$ cat config.mk
export PLATFORM = sky130hd
export DESIGN_NAME = control_sequencer
export DESIGN_NICKNAME = d
export VERILOG_FILES = /design/src/rtl/cpu_pkg.sv /design/src/rtl/ctrl_decode.sv /design/src/rtl/control_sequencer.sv
export SDC_FILE = /design/constraint.sdc
export NUM_CORES = 1
export LEC_CHECK = 0
export BUFFER_PORTS_ARGS = -buffer_cell sky130_fd_sc_hd__buf_2
export CORE_MARGIN = 10
export CORE_UTILIZATION = 42
export DETAILED_ROUTE_END_ITERATION = 6
export MAX_ROUTING_LAYER = met4
export PLACE_DENSITY_LB_ADDON = 0.05
export SLEW_MARGIN = 40
export SYNTH_ARGS = -nofsm -noshare
export SYNTH_HDL_FRONTEND = slang
export SYNTH_SLANG_ARGS = --single-unit
export TNS_END_PERCENT = 30
$ cat constraint.sdc
create_clock -name CLK -period 3.4 [get_ports CLK]
set_clock_uncertainty 0.15 [all_clocks]
set_input_delay 0.51 -clock CLK [delete_from_list [all_inputs] [get_ports CLK]]
set_output_delay 0.51 -clock CLK [all_outputs]
set_load 0.03 [all_outputs]
$ cat src/rtl/cpu_pkg.sv
// Shared encodings for the hardwired control sequencer: states, opcodes,
// FunSel codes, ALU codes, mux selects and the control bundle.
package cpu_pkg;

  typedef enum logic [2:0] {
    S_CLR  = 3'd0,
    S_F0   = 3'd1,
    S_F1   = 3'd2,
    S_EX   = 3'd3,
    S_MEM  = 3'd4,
    S_HALT = 3'd5
  } state_e;

  localparam logic [3:0] OP_AND = 4'h0;
  localparam logic [3:0] OP_OR  = 4'h1;
  localparam logic [3:0] OP_XOR = 4'h2;
  localparam logic [3:0] OP_ADD = 4'h3;
  localparam logic [3:0] OP_SUB = 4'h4;
  localparam logic [3:0] OP_NOT = 4'h5;
  localparam logic [3:0] OP_LSL = 4'h6;
  localparam logic [3:0] OP_LSR = 4'h7;
  localparam logic [3:0] OP_INC = 4'h8;
  localparam logic [3:0] OP_DEC = 4'h9;
  localparam logic [3:0] OP_LDI = 4'hA;
  localparam logic [3:0] OP_LD  = 4'hB;
  localparam logic [3:0] OP_ST  = 4'hC;
  localparam logic [3:0] OP_BRA = 4'hD;
  localparam logic [3:0] OP_BNE = 4'hE;
  localparam logic [3:0] OP_HLT = 4'hF;

  // Register-file / ARF function codes
  localparam logic [1:0] FS_DEC  = 2'b00;
  localparam logic [1:0] FS_INC  = 2'b01;
  localparam logic [1:0] FS_LOAD = 2'b10;
  localparam logic [1:0] FS_CLR  = 2'b11;

  // ALU operation codes
  localparam logic [3:0] ALU_PASSA = 4'b0000;
  localparam logic [3:0] ALU_NOT   = 4'b0010;
  localparam logic [3:0] ALU_ADD   = 4'b0100;
  localparam logic [3:0] ALU_SUB   = 4'b0110;
  localparam logic [3:0] ALU_AND   = 4'b0111;
  localparam logic [3:0] ALU_OR    = 4'b1000;
  localparam logic [3:0] ALU_XOR   = 4'b1001;
  localparam logic [3:0] ALU_LSL   = 4'b1010;
  localparam logic [3:0] ALU_LSR   = 4'b1011;

  // MuxA / MuxB source selects
  localparam logic [1:0] MUX_ALU  = 2'b00;
  localparam logic [1:0] MUX_MEM  = 2'b01;
  localparam logic [1:0] MUX_IMM  = 2'b10;
  localparam logic [1:0] MUX_OUTC = 2'b11;

  // ARF port selects and active-low enables (bit 3 has no register)
  localparam logic [1:0] ARF_PC = 2'b01;
  localparam logic [1:0] ARF_AR = 2'b10;
  localparam logic [1:0] ARF_SP = 2'b11;
  localparam logic [3:0] ARF_EN_PC  = 4'b1110;
  localparam logic [3:0] ARF_EN_AR  = 4'b1101;
  localparam logic [3:0] ARF_EN_ALL = 4'b1000;
  localparam logic [3:0] EN_NONE    = 4'b1111;

  typedef struct packed {
    logic [1:0] rf_outa_sel;
    logic [1:0] rf_outb_sel;
    logic [1:0] rf_funsel;
    logic [3:0] rf_regsel;
    logic [1:0] arf_outc_sel;
    logic [1:0] arf_outd_sel;
    logic [1:0] arf_funsel;
    logic [3:0] arf_regsel;
    logic       ir_lh;
    logic       ir_en;
    logic [1:0] ir_funsel;
    logic [3:0] alu_funsel;
    logic [1:0] mux_a_sel;
    logic [1:0] mux_b_sel;
    logic       mux_c_sel;
    logic       mem_wr;
    logic       mem_cs;
    logic       halted;
  } ctrl_t;

  // Nothing enabled, memory deselected, all selects zero
  localparam ctrl_t CTRL_IDLE = '{
    rf_outa_sel: 2'b00, rf_outb_sel: 2'b00, rf_funsel: 2'b00, rf_regsel: EN_NONE,
    arf_outc_sel: 2'b00, arf_outd_sel: 2'b00, arf_funsel: 2'b00, arf_regsel: EN_NONE,
    ir_lh: 1'b0, ir_en: 1'b0, ir_funsel: 2'b00, alu_funsel: 4'b0000,
    mux_a_sel: 2'b00, mux_b_sel: 2'b00, mux_c_sel: 1'b0,
    mem_wr: 1'b0, mem_cs: 1'b1, halted: 1'b0
  };

  // Active-low enable for a single RegFile register; field value n -> bit n
  function automatic logic [3:0] rf_enable(input logic [1:0] rd);
    rf_enable = ~(4'b0001 << rd);
  endfunction

  // ALU code for the register-register opcodes 0..7
  function automatic logic [3:0] alu_code(input logic [3:0] op);
    case (op)
      OP_AND:  alu_code = ALU_AND;
      OP_OR:   alu_code = ALU_OR;
      OP_XOR:  alu_code = ALU_XOR;
      OP_ADD:  alu_code = ALU_ADD;
      OP_SUB:  alu_code = ALU_SUB;
      OP_NOT:  alu_code = ALU_NOT;
      OP_LSL:  alu_code = ALU_LSL;
      default: alu_code = ALU_LSR;
    endcase
  endfunction

endpackage

$ cat src/rtl/ctrl_decode.sv
// Combinational decode: current state, opcode fields and zreg -> control bundle.
module ctrl_decode
  import cpu_pkg::*;
#(
  parameter logic [7:0] RESET_PC = 8'h00
) (
  input  state_e      state,
  input  logic [3:0]  op,
  input  logic [1:0]  rd,
  input  logic [1:0]  rs1,
  input  logic [1:0]  rs2,
  input  logic        zreg,
  output ctrl_t       ctrl
);

  // Drive the datapath for the current state; idle bundle is the default
  always_comb begin
    ctrl = CTRL_IDLE;
    case (state)
      S_CLR: begin
        ctrl.rf_regsel  = 4'b0000;
        ctrl.rf_funsel  = FS_CLR;
        // A zero reset PC is a plain clear of PC/AR/SP; otherwise the ARF loads
        // from IR[7:0] through MuxB, which the datapath must present as RESET_PC.
        ctrl.arf_regsel = ARF_EN_ALL;
        ctrl.arf_funsel = (RESET_PC == 8'h00) ? FS_CLR : FS_LOAD;
        ctrl.mux_b_sel  = MUX_IMM;
      end
      S_F0, S_F1: begin
        ctrl.arf_outd_sel = ARF_PC;
        ctrl.mem_cs       = 1'b0;
        ctrl.ir_en        = 1'b1;
        ctrl.ir_funsel    = FS_LOAD;
        ctrl.ir_lh        = (state == S_F1);
        ctrl.arf_regsel   = ARF_EN_PC;
        ctrl.arf_funsel   = FS_INC;
      end
      S_EX: begin
        if (op[3] == 1'b0) begin
          ctrl.rf_outa_sel = rs1;
          ctrl.rf_outb_sel = rs2;
          ctrl.mux_c_sel   = 1'b0;
          ctrl.mux_a_sel   = MUX_ALU;
          ctrl.alu_funsel  = alu_code(op);
          ctrl.rf_regsel   = rf_enable(rd);
          ctrl.rf_funsel   = FS_LOAD;
        end else begin
          case (op)
            OP_INC, OP_DEC: begin
              ctrl.rf_regsel = rf_enable(rd);
              ctrl.rf_funsel = (op == OP_INC) ? FS_INC : FS_DEC;
            end
            OP_LDI: begin
              ctrl.rf_regsel = rf_enable(rd);
              ctrl.rf_funsel = FS_LOAD;
              ctrl.mux_a_sel = MUX_IMM;
            end
            OP_LD, OP_ST: begin
              ctrl.arf_regsel = ARF_EN_AR;
              ctrl.arf_funsel = FS_LOAD;
              ctrl.mux_b_sel  = MUX_IMM;
            end
            OP_BRA, OP_BNE: begin
              if (op == OP_BRA || !zreg) begin
                ctrl.arf_regsel = ARF_EN_PC;
                ctrl.arf_funsel = FS_LOAD;
                ctrl.mux_b_sel  = MUX_IMM;
              end
            end
            default: ;  // HLT drives nothing
          endcase
        end
      end
      S_MEM: begin
        ctrl.arf_outd_sel = ARF_AR;
        ctrl.mem_cs       = 1'b0;
        if (op == OP_LD) begin
          ctrl.rf_regsel = rf_enable(rd);
          ctrl.rf_funsel = FS_LOAD;
          ctrl.mux_a_sel = MUX_MEM;
        end else begin
          ctrl.rf_outa_sel = rd;
          ctrl.mux_c_sel   = 1'b0;
          ctrl.alu_funsel  = ALU_PASSA;
          ctrl.mem_wr      = 1'b1;
        end
      end
      S_HALT: ctrl.halted = 1'b1;
      default: ;
    endcase
  end

endmodule

$ cat src/rtl/control_sequencer.sv
// Hardwired control unit: state register, zero-flag register and next-state
// logic; the control outputs come from ctrl_decode. No handshakes: every
// state lasts exactly one cycle and T exposes the current state for debug.
module control_sequencer
  import cpu_pkg::*;
#(
  parameter logic [7:0] RESET_PC = 8'h00
) (
  input  logic        CLK,
  input  logic        RST,
  input  logic [15:0] IRout,
  input  logic [3:0]  Flags,
  output logic [1:0]  RF_OutASel,
  output logic [1:0]  RF_OutBSel,
  output logic [1:0]  RF_FunSel,
  output logic [3:0]  RF_RegSel,
  output logic [1:0]  ARF_OutCSel,
  output logic [1:0]  ARF_OutDSel,
  output logic [1:0]  ARF_FunSel,
  output logic [3:0]  ARF_RegSel,
  output logic        IR_LH,
  output logic        IR_En,
  output logic [1:0]  IR_FunSel,
  output logic [3:0]  ALU_FunSel,
  output logic [1:0]  MuxASel,
  output logic [1:0]  MuxBSel,
  output logic        MuxCSel,
  output logic        Mem_WR,
  output logic        Mem_CS,
  output logic        Halted,
  output logic [2:0]  T
);

  state_e     state_q, state_d;
  logic       zreg_q, zreg_d;
  ctrl_t      ctrl;
  logic [3:0] op;

  assign op = IRout[15:12];

  // Only Z is consumed; low immediate bits go straight to the datapath
  logic unused_bits;
  assign unused_bits = ^{Flags[3:1], IRout[5:0]};

  // Next state and zero-flag capture for ALU ops
  always_comb begin
    state_d = state_q;
    zreg_d  = zreg_q;
    case (state_q)
      S_CLR:  state_d = S_F0;
      S_F0:   state_d = S_F1;
      S_F1:   state_d = S_EX;
      S_EX: begin
        if (op[3] == 1'b0) zreg_d = Flags[0];
        if (op == OP_LD || op == OP_ST) state_d = S_MEM;
        else if (op == OP_HLT)          state_d = S_HALT;
        else                            state_d = S_F0;
      end
      S_MEM:  state_d = S_F0;
      S_HALT: state_d = S_HALT;
      default: state_d = S_CLR;
    endcase
  end

  // State and zreg registers with synchronous reset
  always_ff @(posedge CLK) begin
    if (RST) begin
      state_q <= S_CLR;
      zreg_q  <= 1'b0;
    end else begin
      state_q <= state_d;
      zreg_q  <= zreg_d;
    end
  end

  ctrl_decode #(.RESET_PC(RESET_PC)) u_decode (
    .state (state_q),
    .op    (op),
    .rd    (IRout[11:10]),
    .rs1   (IRout[9:8]),
    .rs2   (IRout[7:6]),
    .zreg  (zreg_q),
    .ctrl  (ctrl)
  );

  assign RF_OutASel  = ctrl.rf_outa_sel;
  assign RF_OutBSel  = ctrl.rf_outb_sel;
  assign RF_FunSel   = ctrl.rf_funsel;
  assign RF_RegSel   = ctrl.rf_regsel;
  assign ARF_OutCSel = ctrl.arf_outc_sel;
  assign ARF_OutDSel = ctrl.arf_outd_sel;
  assign ARF_FunSel  = ctrl.arf_funsel;
  assign ARF_RegSel  = ctrl.arf_regsel;
  assign IR_LH       = ctrl.ir_lh;
  assign IR_En       = ctrl.ir_en;
  assign IR_FunSel   = ctrl.ir_funsel;
  assign ALU_FunSel  = ctrl.alu_funsel;
  assign MuxASel     = ctrl.mux_a_sel;
  assign MuxBSel     = ctrl.mux_b_sel;
  assign MuxCSel     = ctrl.mux_c_sel;
  assign Mem_WR      = ctrl.mem_wr;
  assign Mem_CS      = ctrl.mem_cs;
  assign Halted      = ctrl.halted;
  assign T           = state_q;

endmodule

==> out/metrics.yaml <==
clock_network:
  tritoncts_num_sinks: 4
  clk_path_buf_depth: 2
  clock_tree_from_tritoncts: "yes"
  cts.htree.levels: 1
  post-cts-setup-buffer-count: 0
  clock_pin_slew_on_the_worst_setup_and_hold_paths_ns: 0.04
  clk-insertion-delay-late_ns: 0.23
  cts_hold_buf: 0
  cts_resized: 0
  clock_root_cell: "sky130_fd_sc_hd__clkbuf_4"
  total_cts_buffers: 3
route:
  routed_wire_length_per_instance_um: 14.6
  firstDrtPassIters: 4
  via_per_inst: 5.30
  drt_iter0_markers: 22
  via_count: 880
  detail_route.wirelength_um: 2430
  drt.antenna.violating_nets: 0
  drt_drc_violations_left: 0
grt:
  first_pass_grt_wire_length_um: 4000
  via_count_of_the_first_global_routing_pass: 881
  grt-ovfl-total: 0
  grtUsageTotal_pct: 12.1
  maximum_number_of_pins_on_one_net_before_global_route_repair: 20
  antenna_violations_before_repair: 0
worst_setup_path:
  reg2reg_to: "zreg_q$_SDFFE_PP0P_"
  critical-path-slowest-cell: "sky130_fd_sc_hd__dfxtp_1"
  cp_class: "reg -> out"
  timing.critical_path.required_ns: 2.74
  cp-start-kind: "register"
  timing.critical_path.arrival_ns: 1.79
  worst_r2r_startpoint: "T[0]$_SDFF_PP0_"
  path_max_fanout: 18
  r2r.worst_path.cells: 3
  crit_path_end_kind: "output pin"
  slack_of_the_worst_reg_to_reg_path_ns: 1.82
  path_cells: "nand3b_2 > a2111oi_2 > nor2_1 > buf_2"
  delay_of_the_slowest_cell_on_the_worst_path_ns: 0.66
die:
  initial_utilization_pct: 44.2
  top_level_ports: 61
  die_area_sq_mm: 0.00392
  core-area_sq_mm: 0.00173
  die_h_um: 62.6
  chipWidth_um: 62.6
  core_rows: 15
timing:
  finalHoldViolCount: 0
  max_clock_freq_mhz: 408
  report.final.slew_viol_count: 0
  min_period_over_period_pct: 72.0
  timing.slew.headroom_pct: 63.4
  worst_pin_slew_ns: 0.549
  period_needed_ns: 2.45
  grt_setup_unrepaired: "false"
  worst_hold_slack_ns: 0.340
  setup-tns-final_ns: 0
  setup_viol: 0
min_path:
  hold_path.class: "in -> reg"
  min_from: "RST"
  min_delay_worst_endpoint: "zreg_q$_SDFFE_PP0P_"
  min_delay_path_depth: 2
power:
  ir_worst_vdd_mv: 0.418
  power.static_leakage_nw: 0.481
  power_density_mw_per_mm2: 603
layout:
  post-route-util_pct: 54.4
  layout.cells.most_common: "sky130_fd_sc_hd__buf_2"
  antenna_cells_inserted: 0
  mostFrequentLayoutCells: "45 x sky130_fd_sc_hd__buf_2, 11 x sky130_fd_sc_hd__nor2_1, 7 x sky130_fd_sc_hd__o31ai_1"
  area_growth_pct: 23.1
  finalNetCount: 165
  layout-drive-gt1-share_pct: 38.3
logic_synthesis:
  post_synthesis_async_set_or_reset_flop_share_pct: 0
  yosys_most_used_dff: "sky130_fd_sc_hd__dfxtp_1"
  synth.cell_area_sq_um: 763
  post_synth_num_cell_types: 39
  synth.yosys.warnings: 0
  synth_seq_area_share_pct: 10.5
  syn-instance-count: 106
  ys_ff_latch: 4
  syn-mean-instance-area_sq_um: 7.20
  number_of_flops_mapped_to_enable_cells_by_yosys: 0
job:
  drv.max_cap_violation_count: 0
place:
  gp_congestion: 0.803
  placement.io_buffers: 45
  dp_hpwl_um: 1940
outcome:
  outcome: "finished clean"
[state kept, by name, summed over array words and instances, names as in the netlist]
register,flops
T,3
zreg_q,1
[worst max path at each step]
stage                          from            end  slack (ns)  depth (start not counted)
floorplan           T[1]$_SDFF_PP0_     MuxASel[1]        0.76                          3
detailed placement        IRout[14]  RF_OutASel[1]        1.06                          5
global placement          IRout[14]  RF_OutASel[0]        1.08                          5
finish              T[0]$_SDFF_PP0_   RF_RegSel[0]        0.95                          4
CTS                 T[0]$_SDFF_PP0_   RF_RegSel[0]        0.92                          4
global route        T[0]$_SDFF_PP0_     MuxASel[1]        0.77                          3
[layout make-up]
class	instances	area, sq um
Sequential cell	4	80.1
Inverter	2	7.51
Clock buffer	3	22.5
Multi-Input combinational cell	87	573
Tap cell	25	31.3
Timing Repair Buffer	45	225
Fill cell	176	787
[Yosys cell counts, types with 2 or more instances]
master / n / share of area (%)
sky130_fd_sc_hd__nor2_1: 11 / 5.4
sky130_fd_sc_hd__buf_4: 9 / 8.9
sky130_fd_sc_hd__o31ai_1: 7 / 6.9
sky130_fd_sc_hd__a21oi_1: 5 / 3.3
sky130_fd_sc_hd__and2_1: 5 / 4.1
sky130_fd_sc_hd__o21a_1: 5 / 4.9
sky130_fd_sc_hd__o21ai_0: 5 / 3.3
sky130_fd_sc_hd__buf_2: 4 / 2.6
sky130_fd_sc_hd__dfxtp_1: 4 / 10
sky130_fd_sc_hd__nand2_1: 4 / 2.0
sky130_fd_sc_hd__nor2b_1: 4 / 3.3
sky130_fd_sc_hd__a211oi_1: 3 / 3.0
sky130_fd_sc_hd__nand2b_1: 3 / 2.5
sky130_fd_sc_hd__a2111oi_2: 2 / 3.9
sky130_fd_sc_hd__a22o_1: 2 / 2.3
sky130_fd_sc_hd__and3_1: 2 / 1.6
sky130_fd_sc_hd__buf_6: 2 / 3.0
sky130_fd_sc_hd__clkbuf_1: 2 / 0.98
sky130_fd_sc_hd__conb_1: 2 / 0.98
sky130_fd_sc_hd__inv_1: 2 / 0.98
sky130_fd_sc_hd__nor3_1: 2 / 1.3
sky130_fd_sc_hd__nor3b_1: 2 / 2.0
sky130_fd_sc_hd__o211a_1: 2 / 2.6
sky130_fd_sc_hd__xnor2_1: 2 / 2.3
[critical path, delay by kind of cell, from the launching register on]
family,cells,cell delay (ns)
AOI/OAI and AO/OA,1,0.32
buffers and inverters,1,0.18
DFF,1,0.66
and+or+nand+nor,2,0.39
[cell families (layout without fill, tap and decap cells)]
logic type | count (synthesis) | after routing | share of synthesized area, %
XOR/XNOR | 2 | 2 | 2.30
buffers and inverters | 19 | 50 | 16.4
flip-flops | 4 | 4 | 10.5
other | 2 | 6 | 0.984
AND/OR/NAND/NOR | 43 | 43 | 33.4
AO/OA/AOI/OAI | 36 | 36 | 36.4
[power breakdown]
group | leakage [nW] | internal, mW | switching (mW)
Combinational | 0.435 | 0.120 | 0.306
Clock | 0.0138 | 0.0394 | 0.0179
Sequential | 0.0329 | 0.0545 | 0.0281
[stage by stage]
step,power [mW],worst slack (ns),cell area (sq um),instances
floorplan,0.425,0.759,778,110
global route,0.608,0.773,940,166
detailed placement,0.513,1.06,917,163
finish,0.566,0.952,940,166
global placement,0.510,1.08,917,163
CTS,0.575,0.916,940,166
[routing by layer]
layer	up-vias	GRT usage, %	part of all wire [%]	wire, um
li1	442	-	-	-
met1	400	13.7	46	1110
met2	38	20.1	48	1160
met3	0	3.41	6.7	162
met4	0	3.35	0	0
met5	-	-	0	0
No activity file was read; power rests on OpenSTA's default activity.
